[config.mk]
export PLATFORM = sky130hd
export DESIGN_NAME = siso_seq
export DESIGN_NICKNAME = d
export VERILOG_FILES = /design/src/rtl/siso_pkg.sv /design/src/rtl/johnson4.sv /design/src/rtl/siso_seq.sv
export SDC_FILE = /design/constraint.sdc
export NUM_CORES = 1
export LEC_CHECK = 0
export CAP_MARGIN = 40
export CORE_MARGIN = 8
export CORE_UTILIZATION = 25
export DETAILED_ROUTE_END_ITERATION = 10
export SLEW_MARGIN = 20
export SYNTH_ARGS = -nofsm -noshare
export SYNTH_HDL_FRONTEND = slang
export SYNTH_SLANG_ARGS = --single-unit
[constraint.sdc]
create_clock -name CLK -period 1.35 [get_ports CLK]
set_clock_uncertainty 0.05 [all_clocks]
set_input_delay 0.3375 -clock CLK [delete_from_list [all_inputs] [get_ports CLK]]
set_output_delay 0.3375 -clock CLK [all_outputs]
set_load 0.01 [all_outputs]
[src/rtl/siso_pkg.sv]
// Shared types and constants for the SISO latch sequencer: FSM states,
// Johnson step codes and the step-to-strobe decode.
package siso_pkg;

   localparam int NSTAGES = 8;

   typedef enum logic [1:0] {
      IDLE  = 2'd0,
      RUN   = 2'd1,
      DRAIN = 2'd2
   } state_e;

   localparam logic [3:0] J_STEP0 = 4'b0000;
   localparam logic [3:0] J_STEP1 = 4'b0001;
   localparam logic [3:0] J_STEP2 = 4'b0011;
   localparam logic [3:0] J_STEP3 = 4'b0111;
   localparam logic [3:0] J_STEP4 = 4'b1111;
   localparam logic [3:0] J_STEP5 = 4'b1110;
   localparam logic [3:0] J_STEP6 = 4'b1100;
   localparam logic [3:0] J_STEP7 = 4'b1000;

   function automatic logic [3:0] johnson_next(input logic [3:0] j);
      return {j[2:0], ~j[3]};
   endfunction

   function automatic logic [NSTAGES-1:0] johnson_decode(input logic [3:0] j);
      logic [NSTAGES-1:0] oh;
      oh = 8'h00;
      case (j)
         J_STEP0: oh = 8'h01;
         J_STEP1: oh = 8'h02;
         J_STEP2: oh = 8'h04;
         J_STEP3: oh = 8'h08;
         J_STEP4: oh = 8'h10;
         J_STEP5: oh = 8'h20;
         J_STEP6: oh = 8'h40;
         J_STEP7: oh = 8'h80;
         default: oh = 8'h00;
      endcase
      return oh;
   endfunction

endpackage

[src/rtl/johnson4.sv]
// 4-bit Johnson phase counter with a registered one-hot strobe decode.
// EN from a cleared state starts at step 0; EN while active advances one step.
import siso_pkg::*;

module johnson4 (
   input  logic               CLK,
   input  logic               RESET,
   input  logic               EN,
   input  logic               CLR,
   output logic [3:0]         JOHNSON,
   output logic [NSTAGES-1:0] ONEHOT
);

   logic [3:0]         johnson_q, johnson_d;
   logic [NSTAGES-1:0] onehot_q, onehot_d;

   // Next phase and strobe; a zero strobe marks the counter as parked
   always_comb begin
      johnson_d = johnson_q;
      onehot_d  = onehot_q;
      if (CLR) begin
         johnson_d = J_STEP0;
         onehot_d  = 8'h00;
      end else if (EN) begin
         if (onehot_q != 8'h00) begin
            johnson_d = johnson_next(johnson_q);
         end else begin
            johnson_d = J_STEP0;
         end
         onehot_d = johnson_decode(johnson_d);
      end else begin
         johnson_d = johnson_q;
         onehot_d  = onehot_q;
      end
   end

   // Phase and strobe registers
   always_ff @(posedge CLK) begin
      if (RESET) begin
         johnson_q <= 4'b0000;
         onehot_q  <= 8'h00;
      end else begin
         johnson_q <= johnson_d;
         onehot_q  <= onehot_d;
      end
   end

   assign JOHNSON = johnson_q;
   assign ONEHOT  = onehot_q;

endmodule

[src/rtl/siso_seq.sv]
// SISO latch-strobe sequencer: IDLE/RUN/DRAIN control around a Johnson counter.
// Optional bounded bursts are compiled in with SISO_SEQ_BURST_EN.
import siso_pkg::*;

module siso_seq (
   input  logic       CLK,
   input  logic       RESET,
   input  logic       START,
   input  logic       STOP,
   input  logic       SHOW_LFSR,
   input  logic [7:0] LFSR_STATE,
   input  logic [7:0] BURST_LEN,
   output logic [3:0] JOHNSON,
   output logic [7:0] PULSES,
   output logic       BUSY,
   output logic       DONE,
   output logic [7:0] BYTE_OUT
);

   state_e     state_q, state_d;
   logic       busy_q, busy_d;
   logic       done_q, done_d;
   logic       at_step7;
   logic       burst_end;
   logic       j_clr;
   logic       j_en;
   logic [3:0] johnson_s;
   logic [7:0] pulses_s;

   assign at_step7 = (state_q != IDLE) && (johnson_s == J_STEP7);

`ifdef SISO_SEQ_BURST_EN
   logic [7:0] round_q, round_d;
   logic [7:0] burst_q, burst_d;

   assign burst_end = at_step7 && (burst_q != 8'd0) && ((round_q + 8'd1) == burst_q);

   // Latch the burst length at run start and count completed rounds
   always_comb begin
      round_d = round_q;
      burst_d = burst_q;
      if (state_q == IDLE) begin
         if (state_d == RUN) begin
            round_d = 8'd0;
            burst_d = BURST_LEN;
         end else begin
            round_d = round_q;
            burst_d = burst_q;
         end
      end else if (at_step7) begin
         round_d = round_q + 8'd1;
      end else begin
         round_d = round_q;
      end
   end

   // Burst registers
   always_ff @(posedge CLK) begin
      if (RESET) begin
         round_q <= 8'd0;
         burst_q <= 8'd0;
      end else begin
         round_q <= round_d;
         burst_q <= burst_d;
      end
   end
`else
   logic unused_burst_len;
   assign unused_burst_len = ^BURST_LEN;
   assign burst_end        = 1'b0;
`endif

   // Next state; a stop at step 7 exits at once so no partial round is emitted
   always_comb begin
      state_d = state_q;
      case (state_q)
         IDLE: begin
            if (START && !STOP) begin
               state_d = RUN;
            end else begin
               state_d = IDLE;
            end
         end
         RUN: begin
            if (STOP) begin
               state_d = at_step7 ? IDLE : DRAIN;
            end else if (burst_end) begin
               state_d = IDLE;
            end else begin
               state_d = RUN;
            end
         end
         DRAIN: begin
            if (at_step7) begin
               state_d = IDLE;
            end else begin
               state_d = DRAIN;
            end
         end
         default: state_d = IDLE;
      endcase
      busy_d = (state_d != IDLE);
      done_d = (state_q != IDLE) && (state_d == IDLE);
      j_clr  = (state_d == IDLE);
      j_en   = !j_clr;
   end

   // State and status registers
   always_ff @(posedge CLK) begin
      if (RESET) begin
         state_q <= IDLE;
         busy_q  <= 1'b0;
         done_q  <= 1'b0;
      end else begin
         state_q <= state_d;
         busy_q  <= busy_d;
         done_q  <= done_d;
      end
   end

   johnson4 u_johnson (
      .CLK     (CLK),
      .RESET   (RESET),
      .EN      (j_en),
      .CLR     (j_clr),
      .JOHNSON (johnson_s),
      .ONEHOT  (pulses_s)
   );

   assign JOHNSON  = johnson_s;
   assign PULSES   = pulses_s;
   assign BUSY     = busy_q;
   assign DONE     = done_q;
   assign BYTE_OUT = SHOW_LFSR ? LFSR_STATE : pulses_s;

endmodule

==> results of run 1 <==
## how the worst max path moves through the flow
stage,endpoint,slack [ps],cells after the start
global placement,BYTE_OUT[1],-790,4
global route,u_johnson.ONEHOT[7],-210,4
detailed placement,BYTE_OUT[0],-800,4
floorplan,u_johnson.ONEHOT[0],-70,3
CTS,u_johnson.ONEHOT[7],-180,4
finish,u_johnson.ONEHOT[7],-180,4
## metal layers
metal  up-vias  GRT usage (%)
li1        369              -
met1       357           11.8
met2        42           16.9
met3         6           3.67
met4         0           3.57
met5         -              0
## area by class of cell
class / count / share of cell area (%)
clock buffers: 3 / 1.43
inverters: 3 / 0.717
multi-input cells: 41 / 36.1
flip-flops and latches: 16 / 21.5
well taps: 31 / 2.47
repair buffers: 65 / 37.8
## state kept, by name, summed over array words and instances (netlist names)
name               cells
u_johnson.ONEHOT       8
DONE                   1
u_johnson.JOHNSON      4
state_q                2
BUSY                   1
## cell families after synthesis
kind of cell    share of synthesized area (%)
compound gates                           25.5
buf+inv                                  4.25
flops                                    43.5
mux                                      12.2
simple gates                             14.5
## report_power, final
group          internal (mW)  total, mW  switching (mW)
sequential             0.483      0.489         0.00611
combinational          0.178      0.307           0.129
clock                  0.103      0.244           0.141
total                  0.764       1.04           0.276
## worst register-to-register path, delay by kind of cell, from the launching register on
| family | cells | cell delay, ps |
|---|---|---|
| and+or+nand+nor | 1 | 180 |
| AOI/OAI and AO/OA | 2 | 720 |
| buffers and inverters | 1 | 150 |
| DFF | 1 | 330 |
## per-stage QoR
step,power [mW],worst slack (ps)
5_1_grt,1.08,-211
2_1_floorplan,0.585,-74.1
3_3_place_gp,0.707,-794
3_5_place_dp,0.710,-796
4_1_cts,1.02,-177
6_report,1.04,-176
## cells in the final DEF, fill, tap and decap left out
cell              n
inv_2             1
nand2_2           1
clkbuf_4          3
nor4b_4           1
nand3_1           1
nand2_1           3
buf_6            20
o21ai_0           1
a21oi_1           1
buf_4            18
nor2_4            1
buf_2             5
dfxtp_1           2
a211o_4           1
nand3b_1          1
a211oi_2          2
clkdlybuf4s50_1   1
mux2_4            8
inv_1             2
o21ai_2           1
a2111oi_4         7
dfxtp_2          14
dlymetal6s2s_1    1
or2_2             2
nand2b_1          2
dlygate4sd2_1    19
o21ai_4           2
nor3_2            1
buf_12            1
or4_4             2
a21oi_2           2
o2bb2a_4          1
## timing repair
| action | in CTS | in global routing |
|---|---|---|
| hold buffers | 0 | 0 |
| buffers inserted | 7 | 5 |
| hold endpoints to repair | 0 | 0 |
| resized for setup | 130 | 7 |
| setup endpoints to repair | 36 | 24 |
| pin swaps | 14 | 8 |
| cloned | 0 | 0 |
==> results.yml, run 1 <==
flow_run:
  max_cap_viol_count: 0
timing:
  drv_slew: 0
  fin_crit_ps: 1530
  min_period_over_period_pct: 113
  worst_slew_pin_slew_ps: 323
  hold_violations: 0
  fin_tns_setup_ps: -2020
  setup_slack_ps: -176
  grt_setup_unrepaired: "yes"
  maxSlewHeadroom_pct: 78.4
  finalSetupViolCount: 21
  hold_ws_ps: 391
  max_freq_mhz: 655
setup_path:
  startpoint: "state_q[1]"
  cp_slowest_cell: "a211o_4"
  critPathMaxStageDelay_ps: 400
  reg2reg_slack_ps: -180
  reg2reg_to: "u_johnson.ONEHOT[7]"
  path_buf_inv: 1
  worstSetupPathType: "reg2reg"
  crit_required_ps: 1480
  r2r_start: "state_q[1]"
  path_cells: "nand3b_1 -> a211o_4 -> buf_6 -> a2111oi_4"
  reg2reg_depth: 4
  start_kind: "register"
  crit_fanout: 6
  crit_arrival_ps: 1660
  crit_path_end_kind: "register"
  crit_family: "compound AO/OA/AOI/OAI gates"
clocking:
  clock-sinks: 16
  clockBufferDepth: 2
  clk_latency_ps: 280
  cts_tree: "done"
  clk_transition_reported_paths_ps: 90
  cts_made_buffers: 3
  htreeDepth: 1
  clockRootBuffer: "clkbuf_4"
grt:
  grt_pass1_vias: 847
  antenna_found_initial: 0
  grt_usage_pct: 10.2
  grt_start_max_net_pins: 9
  grt_overflow_total: 0
  grt_pass1_wl_um: 4220
finish:
  nets: 151
  seqCellArea_um2: 338
  multi_input_area_um2: 567
  design_area_um2: 1570
  final_layout_size_suffix_gt1_share_pct: 73.4
  fin_util_pct: 56.5
  area_growth_pct: 114
  instances_no_fill: 159
  n_fill_cell: 239
  antenna_cells: 0
min_path:
  hold_depth: 2
  min_to: "DONE"
  min_path_type: "in2reg"
  worstHoldStart: "RESET"
route:
  vias_per_cell: 4.87
  drt-met1-wl_um: 1170
  wl_per_cell_um: 16.3
  wl_met2_um: 1150
  ant_nets: 0
  highest_layer: "met4"
  route.vias.total: 774
  first_pass_iters: 4
  wl_met3_um: 219
  drt_iter0_drc: 13
  route.detailed.drc: 0
  wirelength_um: 2590
logic_synthesis:
  synth_top_cell_area_share_pct: 43.5
  ys_async_sr_fraction_pct: 0
  synth_cell_types: 23
  synth_top_area_cell: "dfxtp_1"
  syn_nets: 84
  seq_area_frac_synth_pct: 43.5
  synth.area.top_cells: "dfxtp_1 (44%), mux2_2 (12%), a2111oi_4 (11%)"
  synth_area_um2: 736
  netlist_instances: 63
  ys_warn_count: 0
  dominantRegCellSynth: "dfxtp_1"
  synth_seq_cells: 16
  synth_commonest_cells: "dfxtp_1 (16), mux2_2 (8), nand2_1 (4), o21ai_0 (4)"
  syn_avg_cell_area_um2: 11.7
  synth_edf_count: 0
  synth_most_common_cell: "dfxtp_1"
outcome:
  violations: "setup timing"
  status: "complete, but fails checks"
placement:
  dpl-instance-area_um2: 1250
  hpwl_um: 1680
  port-buffer-count: 34
  gp_routability_congestion: 0.781
  post-place-cells: 144
die:
  coreArea_um2: 2780
  num_rows: 19
  start_util_pct: 26.5
  fp.dieArea_um2: 4930
  io_pins: 43
  die_h_um: 70.2
  die_x_um: 70.2
pwr:
  p_per_area_nw_per_um2: 662
  power.leakage_nw: 0.685
  peakVddDrop_v: 0.000562
No activity file was read; power rests on OpenSTA's default activity.
==> run 2, diff against run 1 <==
PLACE_DENSITY = 0.56   (was unset)
SYNTH_HIERARCHICAL = 1   (was unset)
==> run 2 against run 1 <==
Compared with the run above:
- the run still ends with setup timing left
- final area rose by 6.8%
- non-clock buffer count increased by 4
- via count grew 19%
- setup slack worse by 240 ps
- clock power grew 31%
- count of clock-buffer cells in the layout up 1
- synthesized area grew 15%
==> results.yml, run 2 <==
grt:
  grt_usage_pct: 9.73
  antenna_found_initial: 0
  grt_pass1_vias: 955
  grt_start_max_net_pins: 10
  grt_overflow_total: 0
  grt_pass1_wl_um: 4280
setup_path:
  worstSetupPathType: "reg2reg"
  start_kind: "register"
  crit_arrival_ps: 1900
  crit_fanout: 5
  crit_path_end_kind: "register"
  crit_required_ps: 1480
timing:
  grt_setup_unrepaired: "yes"
  max_freq_mhz: 567
  drv_slew: 0
  setup_slack_ps: -415
  min_period_over_period_pct: 131
  finalSetupViolCount: 22
  fin_tns_setup_ps: -4950
  maxSlewHeadroom_pct: 79.5
  fin_crit_ps: 1760
  worst_slew_pin_slew_ps: 305
  hold_violations: 0
die:
  io_pins: 43
  coreArea_um2: 3280
  fp.dieArea_um2: 5490
  start_util_pct: 25.7
  num_rows: 21
  die_h_um: 74.1
  die_x_um: 74.1
logic_synthesis:
  synth_most_common_cell: "dfxtp_1"
  seq_area_frac_synth_pct: 37.9
  synth_top_area_cell: "dfxtp_1"
  ys_async_sr_fraction_pct: 0
  synth.area.top_cells: "dfxtp_1 (38%), mux2_2 (11%), a32o_1 (5.9%)"
  syn_avg_cell_area_um2: 11.0
  dominantRegCellSynth: "dfxtp_1"
  syn_nets: 98
  synth_cell_types: 34
  netlist_instances: 77
  synth_edf_count: 0
  synth_commonest_cells: "dfxtp_1 (16), mux2_2 (8), a32o_1 (5)"
  ys_warn_count: 6
  synth_area_um2: 845
  synth_seq_cells: 16
  synth_top_cell_area_share_pct: 37.9
clocking:
  cts_made_buffers: 3
  clock-sinks: 16
  htreeDepth: 1
  clk_transition_reported_paths_ps: 100
  clockBufferDepth: 2
  clockRootBuffer: "clkbuf_4"
  clk_latency_ps: 290
  cts_tree: "done"
  postCtsHoldBufs: 0
finish:
  antenna_cells: 0
  area_growth_pct: 98.8
  largest_reg_flops: 8
  final_common_cell: "buf_4"
  final_cell_mix: "buf_4 (28), buf_6 (19), dlygate4sd2_1 (14)"
  design_area_um2: 1680
  multi_input_area_um2: 624
  seqCellArea_um2: 342
  n_fill_cell: 308
  nets: 170
  final_layout_size_suffix_gt1_share_pct: 65.5
route:
  ant_nets: 0
  route.vias.total: 923
  wl_per_cell_um: 14.8
  wirelength_um: 2870
  route.detailed.drc: 0
  vias_per_cell: 4.76
  first_pass_iters: 4
  drt_iter0_drc: 25
placement:
  hpwl_um: 2120
  place_worst_setup_slack_ps: -841
  gp_routability_congestion: 0.709
  dpl-instance-area_um2: 1480
  port-buffer-count: 34
min_path:
  min_path_type: "in2reg"
pwr:
  p_sw_share_pct: 25.6
  power.leakage_nw: 0.763
  internal_power_uw: 801
  peakVddDrop_v: 0.000333
  seq_power_share_pct: 44.6
  p_clk_share_pct: 29.7
  p_sw_uw: 275
  p_per_area_nw_per_um2: 641
  combPwrFrac_pct: 25.7
flow_run:
  max_cap_viol_count: 0
outcome:
  status: "complete, but fails checks"
  violations: "setup timing"
run 2: cell types whose count changed after synthesis, moves of 3 or more:
cell | before | now
a32o_1 | 0 | 5
a22o_1 | 0 | 4
a2111oi_0 | 3 | 0
a2111oi_4 | 3 | 0
and2_1 | 0 | 3
nor2_1 | 0 | 3
run 2: metal layers:
layer,track usage (%),vias up,routed length [um]
met3,3.91,2,287
met1,9.78,434,1120
met4,2.00,0,11
li1,-,446,-
met2,18.3,41,1460
met5,0,-,0
run 2: path summary, 6_finish.rpt:
check                       startpoint              endpoint  cells past startpoint  slack (ps)
setup / recovery  u_johnson/JOHNSON[2]  u_johnson/JOHNSON[3]                      7        -410
hold / removal                    STOP            state_q[0]                      3         460
setup reg to reg  u_johnson/JOHNSON[2]  u_johnson/JOHNSON[3]                      7        -410
hold reg to reg    u_johnson/ONEHOT[5]   u_johnson/ONEHOT[5]                      2         540
run 2: through the flow:
stage / instances / power, mW / utilization [%] / hold WS [ps]
finish: 194 / 1.08 / 51.1 / 458
global route: 194 / 1.14 / 51.1 / 458
CTS: 192 / 1.06 / 48.5 / 442
detailed placement: 182 / 0.724 / 45.0 / 486
global placement: 182 / 0.721 / 45.0 / 470
floorplan: 77 / 0.592 / - / 357
run 2: critical path: stages, from the launching register on:
cell and delay (ps):
dfxtp_4 370, nor4b_4 320, or2_4 200, buf_6 90, o31a_4 200, nor2_4 50, buf_6 120, a32o_1 260
run 2: cell families after synthesis:
logic type      after synthesis  share of synthesized area (%)
mux                           8                           10.7
simple gates                 27                           27.9
compound gates               22                           21.2
buf+inv                       4                           2.37
flops                        16                           37.9
run 2: power by group through the flow:
stage	registers, mW	logic [mW]	clock network, mW
after detailed placement	0.493	0.231	0
after CTS	0.481	0.244	0.332
after global routing	0.481	0.295	0.362
final	0.480	0.276	0.319
after global placement	0.493	0.228	0
after floorplan	0.497	0.0942	0
run 2: final cells by class:
class	count	share of cell area [%]
sequential	16	20.3
multi-input combinational	57	37.2
clock buffer	4	2.16
timing repair buffer	69	36.4
inverter	2	0.447
tap	46	3.43
run 2: repair_timing:
action,CTS,global route
setup buffers,7,3
pin swaps,5,8
cloned,0,0
endpoints found under the setup margin,34,29
resized for setup,107,27
==> run 3, diff against run 2 <==
CTS_CLUSTER_SIZE = 20   (was unset)
==> results of run 3 <==
Final layout, timing and power as in run 2 (identical DEF).
